$ cat src/rtl/multicycle_pkg.sv
// rtl/multicycle_pkg.sv - shared types and constants for the multi-cycle RV32I control path
package multicycle_pkg;

    // FSM state encoding, exposed on state_dbg
    typedef enum logic [3:0] {
        S_FETCH  = 4'd0,
        S_DECODE = 4'd1,
        S_MEMADR = 4'd2,
        S_MEMRD  = 4'd3,
        S_MEMWB  = 4'd4,
        S_MEMWR  = 4'd5,
        S_EXECR  = 4'd6,
        S_EXECI  = 4'd7,
        S_ALUWB  = 4'd8,
        S_BRANCH = 4'd9,
        S_JAL    = 4'd10,
        S_JALR   = 4'd11,
        S_JALR2  = 4'd12,
        S_LUI    = 4'd13,
        S_AUIPC  = 4'd14,
        S_TRAP   = 4'd15
    } state_t;

    // Major opcodes, IR[6:0]
    localparam logic [6:0] OP_LOAD   = 7'b0000011;
    localparam logic [6:0] OP_STORE  = 7'b0100011;
    localparam logic [6:0] OP_RTYPE  = 7'b0110011;
    localparam logic [6:0] OP_ITYPE  = 7'b0010011;
    localparam logic [6:0] OP_BRANCH = 7'b1100011;
    localparam logic [6:0] OP_JAL    = 7'b1101111;
    localparam logic [6:0] OP_JALR   = 7'b1100111;
    localparam logic [6:0] OP_LUI    = 7'b0110111;
    localparam logic [6:0] OP_AUIPC  = 7'b0010111;

    // Operation class handed from the FSM to the ALU decoder
    typedef enum logic [1:0] {
        ALUOP_ADD   = 2'd0,
        ALUOP_SUB   = 2'd1,
        ALUOP_RTYPE = 2'd2,
        ALUOP_ITYPE = 2'd3
    } alu_op_t;

    // ALU control codes
    localparam logic [3:0] ALU_ADD  = 4'b0000;
    localparam logic [3:0] ALU_SUB  = 4'b0001;
    localparam logic [3:0] ALU_AND  = 4'b0010;
    localparam logic [3:0] ALU_OR   = 4'b0011;
    localparam logic [3:0] ALU_XOR  = 4'b0100;
    localparam logic [3:0] ALU_SLT  = 4'b0101;
    localparam logic [3:0] ALU_SLTU = 4'b0110;
    localparam logic [3:0] ALU_SLL  = 4'b0111;
    localparam logic [3:0] ALU_SRL  = 4'b1000;
    localparam logic [3:0] ALU_SRA  = 4'b1001;

    // Operand A select
    localparam logic [1:0] SRC_A_PC    = 2'b00;
    localparam logic [1:0] SRC_A_OLDPC = 2'b01;
    localparam logic [1:0] SRC_A_RS1   = 2'b10;
    localparam logic [1:0] SRC_A_ZERO  = 2'b11;

    // Operand B select
    localparam logic [1:0] SRC_B_RS2  = 2'b00;
    localparam logic [1:0] SRC_B_IMM  = 2'b01;
    localparam logic [1:0] SRC_B_FOUR = 2'b10;

    // Result bus select
    localparam logic [1:0] RES_ALUOUT = 2'b00;
    localparam logic [1:0] RES_MDR    = 2'b01;
    localparam logic [1:0] RES_ALU    = 2'b10;

    // funct3 010 and 011 are not branch encodings
    function automatic logic branch_legal(input logic [2:0] funct3);
        return funct3[2:1] != 2'b01;
    endfunction

    // Branch condition from the ALU flags of rs1 - rs2
    function automatic logic branch_taken(input logic [2:0] funct3, input logic zero,
                                          input logic lt, input logic ltu);
        logic taken;
        case (funct3)
            3'b000:  taken = zero;
            3'b001:  taken = !zero;
            3'b100:  taken = lt;
            3'b101:  taken = !lt;
            3'b110:  taken = ltu;
            3'b111:  taken = !ltu;
            default: taken = 1'b0;
        endcase
        return taken;
    endfunction

endpackage

$ cat src/rtl/alu_decoder.sv
// rtl/alu_decoder.sv - maps operation class, funct3 and funct7b5 to an ALU control code
module alu_decoder
    import multicycle_pkg::*;
(
    input  alu_op_t    alu_op,
    input  logic [2:0] funct3,
    input  logic       funct7b5,
    output logic [3:0] alu_ctrl
);

    // funct7b5 means SUB only for register ops, but SRA for both register and immediate shifts
    always_comb begin
        alu_ctrl = ALU_ADD;
        case (alu_op)
            ALUOP_ADD: alu_ctrl = ALU_ADD;
            ALUOP_SUB: alu_ctrl = ALU_SUB;
            default: begin
                case (funct3)
                    3'b000:  alu_ctrl = (alu_op == ALUOP_RTYPE && funct7b5) ? ALU_SUB : ALU_ADD;
                    3'b001:  alu_ctrl = ALU_SLL;
                    3'b010:  alu_ctrl = ALU_SLT;
                    3'b011:  alu_ctrl = ALU_SLTU;
                    3'b100:  alu_ctrl = ALU_XOR;
                    3'b101:  alu_ctrl = funct7b5 ? ALU_SRA : ALU_SRL;
                    3'b110:  alu_ctrl = ALU_OR;
                    default: alu_ctrl = ALU_AND;
                endcase
            end
        endcase
    end

endmodule

$ cat src/rtl/multicycle_ctrl.sv
// rtl/multicycle_ctrl.sv - main control FSM of the multi-cycle RV32I core
module multicycle_ctrl
    import multicycle_pkg::*;
#(
    parameter int CNT_W = 32
) (
    input  logic             clk,
    input  logic             rst,
    input  logic [6:0]       opcode,
    input  logic [2:0]       funct3,
    input  logic             funct7b5,
    input  logic             alu_zero,
    input  logic             alu_lt,
    input  logic             alu_ltu,
    input  logic             mem_ready,
    output logic             mem_req,
    output logic             mem_we,
    output logic             adr_src,
    output logic             ir_write,
    output logic             pc_write,
    output logic             reg_write,
    output logic [1:0]       alu_src_a,
    output logic [1:0]       alu_src_b,
    output logic [1:0]       result_src,
    output logic [3:0]       alu_ctrl,
    output logic             retire,
    output logic             trap,
    output logic [3:0]       state_dbg,
    output logic [CNT_W-1:0] cycle_cnt,
    output logic [CNT_W-1:0] instret_cnt
);

    localparam logic [CNT_W-1:0] CNT_ONE = {{(CNT_W-1){1'b0}}, 1'b1};

    state_t  state;
    state_t  state_next;
    alu_op_t alu_op;
    logic    trap_q;

    // State register
    always_ff @(posedge clk) begin
        if (rst) begin
            state <= S_FETCH;
        end else begin
            state <= state_next;
        end
    end

    // Next-state logic; memory states hold until mem_ready
    always_comb begin
        state_next = state;
        case (state)
            S_FETCH:  if (mem_ready) state_next = S_DECODE;
            S_DECODE: begin
                case (opcode)
                    OP_LOAD, OP_STORE: state_next = S_MEMADR;
                    OP_RTYPE:          state_next = S_EXECR;
                    OP_ITYPE:          state_next = S_EXECI;
                    OP_BRANCH:         state_next = S_BRANCH;
                    OP_JAL:            state_next = S_JAL;
                    OP_JALR:           state_next = S_JALR;
                    OP_LUI:            state_next = S_LUI;
                    OP_AUIPC:          state_next = S_AUIPC;
                    default:           state_next = S_TRAP;
                endcase
            end
            S_MEMADR: state_next = opcode[5] ? S_MEMWR : S_MEMRD;
            S_MEMRD:  if (mem_ready) state_next = S_MEMWB;
            S_MEMWB:  state_next = S_FETCH;
            S_MEMWR:  if (mem_ready) state_next = S_FETCH;
            S_EXECR:  state_next = S_ALUWB;
            S_EXECI:  state_next = S_ALUWB;
            S_ALUWB:  state_next = S_FETCH;
            S_BRANCH: state_next = branch_legal(funct3) ? S_FETCH : S_TRAP;
            S_JAL:    state_next = S_ALUWB;
            S_JALR:   state_next = S_JALR2;
            S_JALR2:  state_next = S_ALUWB;
            S_LUI:    state_next = S_ALUWB;
            S_AUIPC:  state_next = S_ALUWB;
            default:  state_next = S_TRAP;
        endcase
    end

    // Datapath controls; everything is held at zero while rst is asserted
    always_comb begin
        mem_req    = 1'b0;
        mem_we     = 1'b0;
        adr_src    = 1'b0;
        ir_write   = 1'b0;
        pc_write   = 1'b0;
        reg_write  = 1'b0;
        retire     = 1'b0;
        alu_src_a  = SRC_A_PC;
        alu_src_b  = SRC_B_RS2;
        result_src = RES_ALUOUT;
        alu_op     = ALUOP_ADD;
        if (!rst) begin
            case (state)
                S_FETCH: begin
                    mem_req    = 1'b1;
                    alu_src_b  = SRC_B_FOUR;
                    result_src = RES_ALU;
                    ir_write   = mem_ready;
                    pc_write   = mem_ready;
                end
                S_DECODE: begin
                    alu_src_a = SRC_A_OLDPC;
                    alu_src_b = SRC_B_IMM;
                end
                S_MEMADR: begin
                    alu_src_a = SRC_A_RS1;
                    alu_src_b = SRC_B_IMM;
                end
                S_MEMRD: begin
                    mem_req = 1'b1;
                    adr_src = 1'b1;
                end
                S_MEMWB: begin
                    result_src = RES_MDR;
                    reg_write  = 1'b1;
                    retire     = 1'b1;
                end
                S_MEMWR: begin
                    mem_req = 1'b1;
                    mem_we  = 1'b1;
                    adr_src = 1'b1;
                    retire  = mem_ready;
                end
                S_EXECR: begin
                    alu_src_a = SRC_A_RS1;
                    alu_src_b = SRC_B_RS2;
                    alu_op    = ALUOP_RTYPE;
                end
                S_EXECI: begin
                    alu_src_a = SRC_A_RS1;
                    alu_src_b = SRC_B_IMM;
                    alu_op    = ALUOP_ITYPE;
                end
                S_ALUWB: begin
                    reg_write = 1'b1;
                    retire    = 1'b1;
                end
                S_BRANCH: begin
                    alu_src_a = SRC_A_RS1;
                    alu_src_b = SRC_B_RS2;
                    alu_op    = ALUOP_SUB;
                    if (branch_legal(funct3)) begin
                        pc_write = branch_taken(funct3, alu_zero, alu_lt, alu_ltu);
                        retire   = 1'b1;
                    end
                end
                S_JAL, S_JALR2: begin
                    pc_write  = 1'b1;
                    alu_src_a = SRC_A_OLDPC;
                    alu_src_b = SRC_B_FOUR;
                end
                S_JALR: begin
                    alu_src_a = SRC_A_RS1;
                    alu_src_b = SRC_B_IMM;
                end
                S_LUI: begin
                    alu_src_a = SRC_A_ZERO;
                    alu_src_b = SRC_B_IMM;
                end
                S_AUIPC: begin
                    alu_src_a = SRC_A_OLDPC;
                    alu_src_b = SRC_B_IMM;
                end
                default: begin
                end
            endcase
        end
    end

    alu_decoder u_alu_decoder (
        .alu_op   (alu_op),
        .funct3   (funct3),
        .funct7b5 (funct7b5),
        .alu_ctrl (alu_ctrl)
    );

    // Sticky trap flag, raised as the FSM enters TRAP and cleared only by reset
    always_ff @(posedge clk) begin
        if (rst) begin
            trap_q <= 1'b0;
        end else if (state_next == S_TRAP) begin
            trap_q <= 1'b1;
        end
    end

    // Free-running cycle and retired-instruction counters, both wrap
    always_ff @(posedge clk) begin
        if (rst) begin
            cycle_cnt   <= '0;
            instret_cnt <= '0;
        end else begin
            cycle_cnt <= cycle_cnt + CNT_ONE;
            if (retire) begin
                instret_cnt <= instret_cnt + CNT_ONE;
            end
        end
    end

    assign trap      = trap_q;
    assign state_dbg = state;

endmodule

$ cat config.mk
export PLATFORM = sky130hd
export DESIGN_NAME = multicycle_ctrl
export DESIGN_NICKNAME = d
export VERILOG_FILES = /design/src/rtl/multicycle_pkg.sv /design/src/rtl/alu_decoder.sv /design/src/rtl/multicycle_ctrl.sv
export SDC_FILE = /design/constraint.sdc
export NUM_CORES = 1
export LEC_CHECK = 0
export CORE_MARGIN = 10
export CORE_UTILIZATION = 45
export CTS_BUF_LIST = sky130_fd_sc_hd__clkbuf_8
export DETAILED_ROUTE_END_ITERATION = 12
export PLACE_DENSITY_LB_ADDON = 0.08
export REMOVE_ABC_BUFFERS = 1
export SLEW_MARGIN = 20
export SYNTH_ARGS = -nofsm -noshare
export SYNTH_HDL_FRONTEND = slang
export SYNTH_SLANG_ARGS = --single-unit
$ cat constraint.sdc
create_clock -name clk -period 2.6 [get_ports clk]
set_input_delay 0.39 -clock clk [delete_from_list [all_inputs] [get_ports clk]]
set_output_delay 0.39 -clock clk [all_outputs]
set_load 0.1 [all_outputs]
==> out/results.txt, run 1 <==
Fin. max-slew vios: 0
Final worst slack: 0.1180 ns
Hold Crit Class: flop to flop
Aggregate global-route resource usage: 0.1710
Largest net degree at the start of global routing: 68
Max frequency: 402.9 MHz
Simple-Gate Fraction of Synth Area: 0.3324
DRT Pass-1 Iters: 4
Pre-CTS WS: -0.005369 ns
CP max FO: 14
Die X: 112.1 um
Xor and xnor fraction of the mapped netlist area: 0.07571
Cell area after synthesis: 0.003817 mm2
Root Driver: clkbuf_8
Yosys warns: 0
Vias/cell: 5.770
Register area share after synthesis: 0.3618
Final worst-path cycle share: 0.9546
Synth top area cells: dfxtp_1 36%, xnor2_1 6.0%, nor2_1 5.6%
Via count: 3987
Switching power: 1718 uW
Clock Tree Buf Depth: 2
Flop pwr share: 0.302
Synth top area share: 0.3618
Largest family of logic cells by synthesized area: simple AND/OR/NAND/NOR gates
Residual DRC: 0
Logic pwr share: 0.473
Clk pwr share: 0.225
Post-route ant nets: 0
Die height: 112.1 um
First-pass GRT wire length: 18520 um
Initial Util: 0.4646
Vias in the first global route: 3722
Setup crit end kind: output pin
Final wirelength: 11320 um
Worst setup SP type: flop
Post-Syn Instances: 482
Worst Path Arrival: 2.09 ns
Outcome: finished, final reports clean
Post-synthesis compound-gate area fraction: 0.1508
Initial drt markers: 185
Switching Share: 0.4492
Commonest non-fill, non-tap cell in the layout: buf_4
Row count: 33
Area growth, synth to finish: 35.07%
I/O Pins: 103
Worst EP required: 2.21 ns
EDFF count, synth: 0
WL/cell: 16.38 um
Adder-cell share of the synthesized area: 0.006555
Worst relative slew slack: 0.5414
Worst Tran Pin Value: 0.6879 ns
Mux cell area share after synthesis: 0.02262
Skew final: 0.01027 ns
Fill count: 741
Diode count: 0
Final setup viols: 0
Share of cells above drive strength 1: 0.2321
Count of cell types in the netlist: 58
CTS H-Tree Depth: 3
Final nets: 601
Most common flop cell mapped by yosys: dfxtp_1
Hold Violations, Final: 0
Die ar.: 0.01257 mm2
Initial antenna violation count: 0
Core box area: 0.008217 mm2
Hpwl dp: 7989 um
Worst vdd ir: 0.0004686 V
CTS Buf Count: 9
Tmin final: 2.482 ns
TritonCTS clock tree: built
Setup TNS: 0 ns
Commonest non-fill, non-tap cells in the layout: 82 x buf_4, 67 x dfxtp_1, 57 x nor2_1, 36 x a21oi_1, 32 x nand2_1
Post CTS Setup Buffer Count: 0
RePlAce Congestion: 0.9192
CP Class: flop to output pin
FF+latch count, synth: 69
Clock Latency Late Sink: 0.33 ns
CTS sink cnt: 69
RSZ-0062 raised after global routing: false
Max-Cap Viols: 0
Gr ovfl total: 0
Clock-pin slew on the worst setup and hold paths: 0.07 ns
PortBufs: 102
Synth async-reset ratio: 0
Pwr/cell area: 741.8 mW/mm2
Synth area leader: dfxtp_1
Mean post-synth cell area: 7.920 um2
Leakage power: 0.001896 uW
P_int: 2107 uW
[layout make-up]
class                           count  area [um2]  share of cell area
Clock inverter                      5       52.55             0.01019
Tap cell                          105       131.4             0.02548
Timing Repair Buffer              115        1111              0.2155
Inverter                           18       67.56             0.01310
Sequential cell                    69        1384              0.2684
Clock buffer                       10       137.6             0.02669
Multi-Input combinational cell    369        2272              0.4407
[routing by layer]
metal	routed length [um]	global-route usage	part of all wire	vias up
li1	-	-	-	1978
met1	4900	0.2110	0.43	1872
met2	5369	0.2754	0.47	115
met3	784	0.04686	0.069	22
met4	266	0.06853	0.023	0
met5	0	0	0	-
[synthesized netlist by cell type (3+ instances only)]
cell type,n
xnor2_1,26
and4_1,5
nand2b_1,3
dfxtp_1,69
xor2_1,7
a21oi_1,36
nand3b_1,3
nand4_1,11
and2_1,3
nand3_1,29
mux2_2,5
mux2i_1,3
and3_1,6
o31ai_1,20
or4_1,20
a211oi_1,3
buf_1,3
clkbuf_1,20
or3_1,8
nor4_1,13
nand2_1,32
nor2_1,57
nor2b_1,11
inv_1,18
nor3_1,17
o21ai_0,16
[critical path: stages, from the launching register on]
cell and delay [ns]:
dfxtp_1 0.44, and4bb_2 0.29, a32oi_2 0.34, o21a_4 0.30
inv_1 0.17, buf_12 0.20
[worst paths after layout]
check                          to  slack (ns)            from  depth (start not counted)
hold reg to reg              trap        0.47            trap                          2
setup / recovery           retire        0.12    state_dbg[2]                          5
hold / removal               trap        0.47            trap                          2
setup reg to reg  instret_cnt[24]        0.46  instret_cnt[2]                          5
[power by group through the flow]
stage	logic [uW]	registers, uW	clock network [uW]
6_report	1810	1160	860
5_1_grt	1900	1160	925
4_1_cts	1810	1150	876
3_5_place_dp	1770	1180	0
3_3_place_gp	1760	1180	0
2_1_floorplan	884	1440	0
[timing repair]
action	CTS	global route
setup endpoints to repair	1	1
pin swaps	1	0
cloned	2	0
hold buffers	0	0
resized for setup	1	3
[metrics by stage]
| step | instance area (um2) | util | total power [uW] | hold slack (ns) | std cells |
|---|---|---|---|---|---|
| 6_report | 5156 | 0.6275 | 3825 | 0.4728 | 691 |
| 5_1_grt | 5156 | 0.6275 | 3983 | 0.4830 | 691 |
| 4_1_cts | 5151 | 0.6269 | 3832 | 0.4707 | 691 |
| 3_5_place_dp | 4936 | 0.6007 | 2942 | 0.4504 | 674 |
| 3_3_place_gp | 4936 | 0.6007 | 2933 | 0.4448 | 674 |
| 2_1_floorplan | 3694 | - | 2326 | 0.4567 | 454 |
[state kept, by name (all words and copies together) (netlist names)]
signal       flops
cycle_cnt       32
instret_cnt     32
state_dbg        4
trap             1
[logic make-up after synthesis]
kind of cell / after synthesis
and+or+nand+nor: 233
xor gates and xnor gates: 33
DFF: 69
AOI/OAI and AO/OA: 91
muxes: 8
buffers and inverters: 46
adders and majority gates: 2
Power figures use the tool's default switching activity.
==> inputs of run 2 (changes only) <==
Settings changed: CORE_MARGIN 10 to 4, SLEW_MARGIN 20 to 15.
==> out/results.txt, run 2 (synthesis gave the netlist of run 1 again) <==
Final worst-path cycle share: 0.9368 (was 0.9546)
Fin. max-slew vios: 0 (unchanged)
Initial Util: 0.4646 (unchanged)
Hold depth: 2 (unchanged)
Diode count: 0 (unchanged)
Leakage power: 0.001886 uW (was 0.001896 uW)
Metal2 WL: 4895 um (was 5369 um)
First-pass GRT wire length: 17170 um (was 18520 um)
CTS sink cnt: 69 (unchanged)
Hpwl dp: 7351 um (was 7989 um)
Core box area: 0.008217 mm2 (unchanged)
Final nets: 601 (unchanged)
Clock Tree Buf Depth: 2 (unchanged)
Reg-to-Reg Start: state_dbg[2] (was instret_cnt[2])
Area growth, synth to finish: 34.64% (was 35.07%)
CP max FO: 16 (was 14)
Switching power: 1690 uW (was 1718 uW)
Clk pwr share: 0.217 (was 0.225)
End of the worst register-to-register path: instret_cnt[30] (was instret_cnt[24])
Pwr/cell area: 734.1 mW/mm2 (was 741.8 mW/mm2)
CTS H-Tree Depth: 3 (unchanged)
Setup crit end kind: output pin (unchanged)
Fin Hold WS: 0.3983 ns (was 0.4728 ns)
Max frequency: 410.6 MHz (was 402.9 MHz)
Commonest non-fill, non-tap cells in the layout: 84 x buf_4, 66 x dfxtp_1, 57 x nor2_1, 36 x a21oi_1, 32 x nand2_1 (was 82 x buf_4, 67 x dfxtp_1, 57 x nor2_1, 36 x a21oi_1, 32 x nand2_1)
Gr ovfl total: 0 (unchanged)
Logic pwr share: 0.467 (was 0.473)
Worst vdd ir: 0.0004212 V (was 0.0004686 V)
Hold Violations, Final: 0 (unchanged)
P_int: 2083 uW (was 2107 uW)
Worst setup SP type: flop (unchanged)
Worst R2R Setup Slack: 0.43 ns (was 0.46 ns)
Max-Cap Viols: 0 (unchanged)
Worst Path Arrival: 2.05 ns (was 2.09 ns)
Die X: 100.1 um (was 112.1 um)
CTS Buf Count: 9 (unchanged)
Worst EP required: 2.21 ns (about the same)
Tmin final: 2.436 ns (was 2.482 ns)
Die ar.: 0.01002 mm2 (was 0.01257 mm2)
Worst Tran Pin Value: 0.6813 ns (was 0.6879 ns)
PortBufs: 102 (unchanged)
Largest net degree at the start of global routing: 66 (was 68)
Flop pwr share: 0.316 (was 0.302)
CP Class: flop to output pin (unchanged)
Final wirelength: 10260 um (was 11320 um)
Die height: 100.1 um (was 112.1 um)
Outcome: finished, final reports clean (unchanged)
Initial antenna violation count: 0 (unchanged)
WL/cell: 14.86 um (was 16.38 um)
Cells after DPL: 676 (was 674)
R2R depth: 6 (was 5)
Skew final: 0.01189 ns (was 0.01027 ns)
Hold Crit Class: primary input to flop (was flop to flop)
Met1 Routed Length: 4750 um (was 4900 um)
Worst relative slew slack: 0.5458 (was 0.5414)
Commonest non-fill, non-tap cell in the layout: buf_4 (unchanged)
RePlAce Congestion: 0.9017 (was 0.9192)
TritonCTS clock tree: built (unchanged)
Clock-pin slew on the worst setup and hold paths: 0.07 ns (about the same)
CTS Hold Bufs: 0 (unchanged)
Met3 routed WL: 458 um (was 784 um)
Finished Layout Cells: 690 (was 691)
Initial drt markers: 138 (was 185)
Share of cells above drive strength 1: 0.2325 (was 0.2321)
Switching Share: 0.4479 (was 0.4492)
Vias/cell: 5.643 (was 5.770)
Fill count: 751 (was 741)
Root Driver: clkbuf_8 (unchanged)
RSZ-0062 raised after global routing: false (unchanged)
Final setup viols: 0 (unchanged)
Clock Latency Late Sink: 0.34 ns (was 0.33 ns)
I/O Pins: 103 (unchanged)
Post-route ant nets: 0 (unchanged)
Via count: 3894 (was 3987)
Endpoint, Worst Hold: cycle_cnt[4] (was trap)
Row count: 33 (unchanged)
Aggregate global-route resource usage: 0.2069 (was 0.1710)
Hold Crit Start: rst (was trap)
Residual DRC: 0 (unchanged)
DRT Pass-1 Iters: 4 (unchanged)
Highest Signal Layer: met4 (unchanged)
Vias in the first global route: 3588 (was 3722)
==> run 2: cell count changes in the layout (fill, tap and decap cells not counted), sizes merged <==
cell and change:
clkbuf -1, clkinv +1, o21a -2, inv -1
buf +2
==> run 2: layout make-up <==
class	instances	area (um2)	share of cell area
Multi-Input combinational cell	367	2252	0.4382
Sequential cell	69	1385	0.2695
Timing Repair Buffer	117	1126	0.2191
Tap cell	105	131.4	0.02556
Clock buffer	9	123.9	0.02410
Inverter	18	67.56	0.01315
Clock inverter	5	53.80	0.01047
==> run 2: critical path, cell delays in order (launching register included) <==
cell and delay (ns):
dfxtp_2 0.46, and2b_1 0.29, a32oi_1 0.29, o21a_4 0.27, inv_1 0.19, buf_12 0.21
==> run 2: routing by layer <==
layer,global-route usage,vias up
met5,0,-
met1,0.2750,1842
met3,0.03544,14
met4,0.06425,0
met2,0.3438,83
li1,-,1955
==> run 2: power groups by stage <==
stage	sequential [uW]	clock (uW)	combinational, uW
after floorplan	1440	0	884
after global placement	1200	0	1740
final	1190	821	1760
after detailed placement	1200	0	1760
after CTS	1180	842	1760
after global routing	1200	890	1850
==> run 2: worst max-delay path by stage <==
stage,end,startpoint,cells after the start,slack [ns]
final,retire,state_dbg[1],5,0.16
after detailed placement,pc_write,funct3[1],7,0.26
after global placement,retire,funct3[1],6,0.30
after floorplan,alu_ctrl[3],state_dbg[1],2,-2.25
after global routing,pc_write,state_dbg[3],6,0.07
after CTS,alu_src_b[0],state_dbg[1],5,0.02
==> run 2: timing repair <==
| item | in CTS | in global routing |
|---|---|---|
| buffers inserted | 0 | 0 |
| gates resized for setup | 1 | 3 |
| endpoints found under the hold margin | 0 | 0 |
| setup endpoints to repair | 1 | 4 |
==> run 2: per-stage QoR <==
| step | setup TNS, ns | cell area (um2) | utilization | power (uW) | setup WS, ns |
|---|---|---|---|---|---|
| CTS | 0 | 5130 | 0.6243 | 3781 | 0.02367 |
| finish | 0 | 5140 | 0.6256 | 3773 | 0.1643 |
| global route | 0 | 5140 | 0.6256 | 3942 | 0.06627 |
| detailed placement | 0 | 4951 | 0.6026 | 2958 | 0.2571 |
| global placement | 0 | 4951 | 0.6026 | 2946 | 0.2981 |
| floorplan | -26.87 | 3694 | - | 2326 | -2.252 |
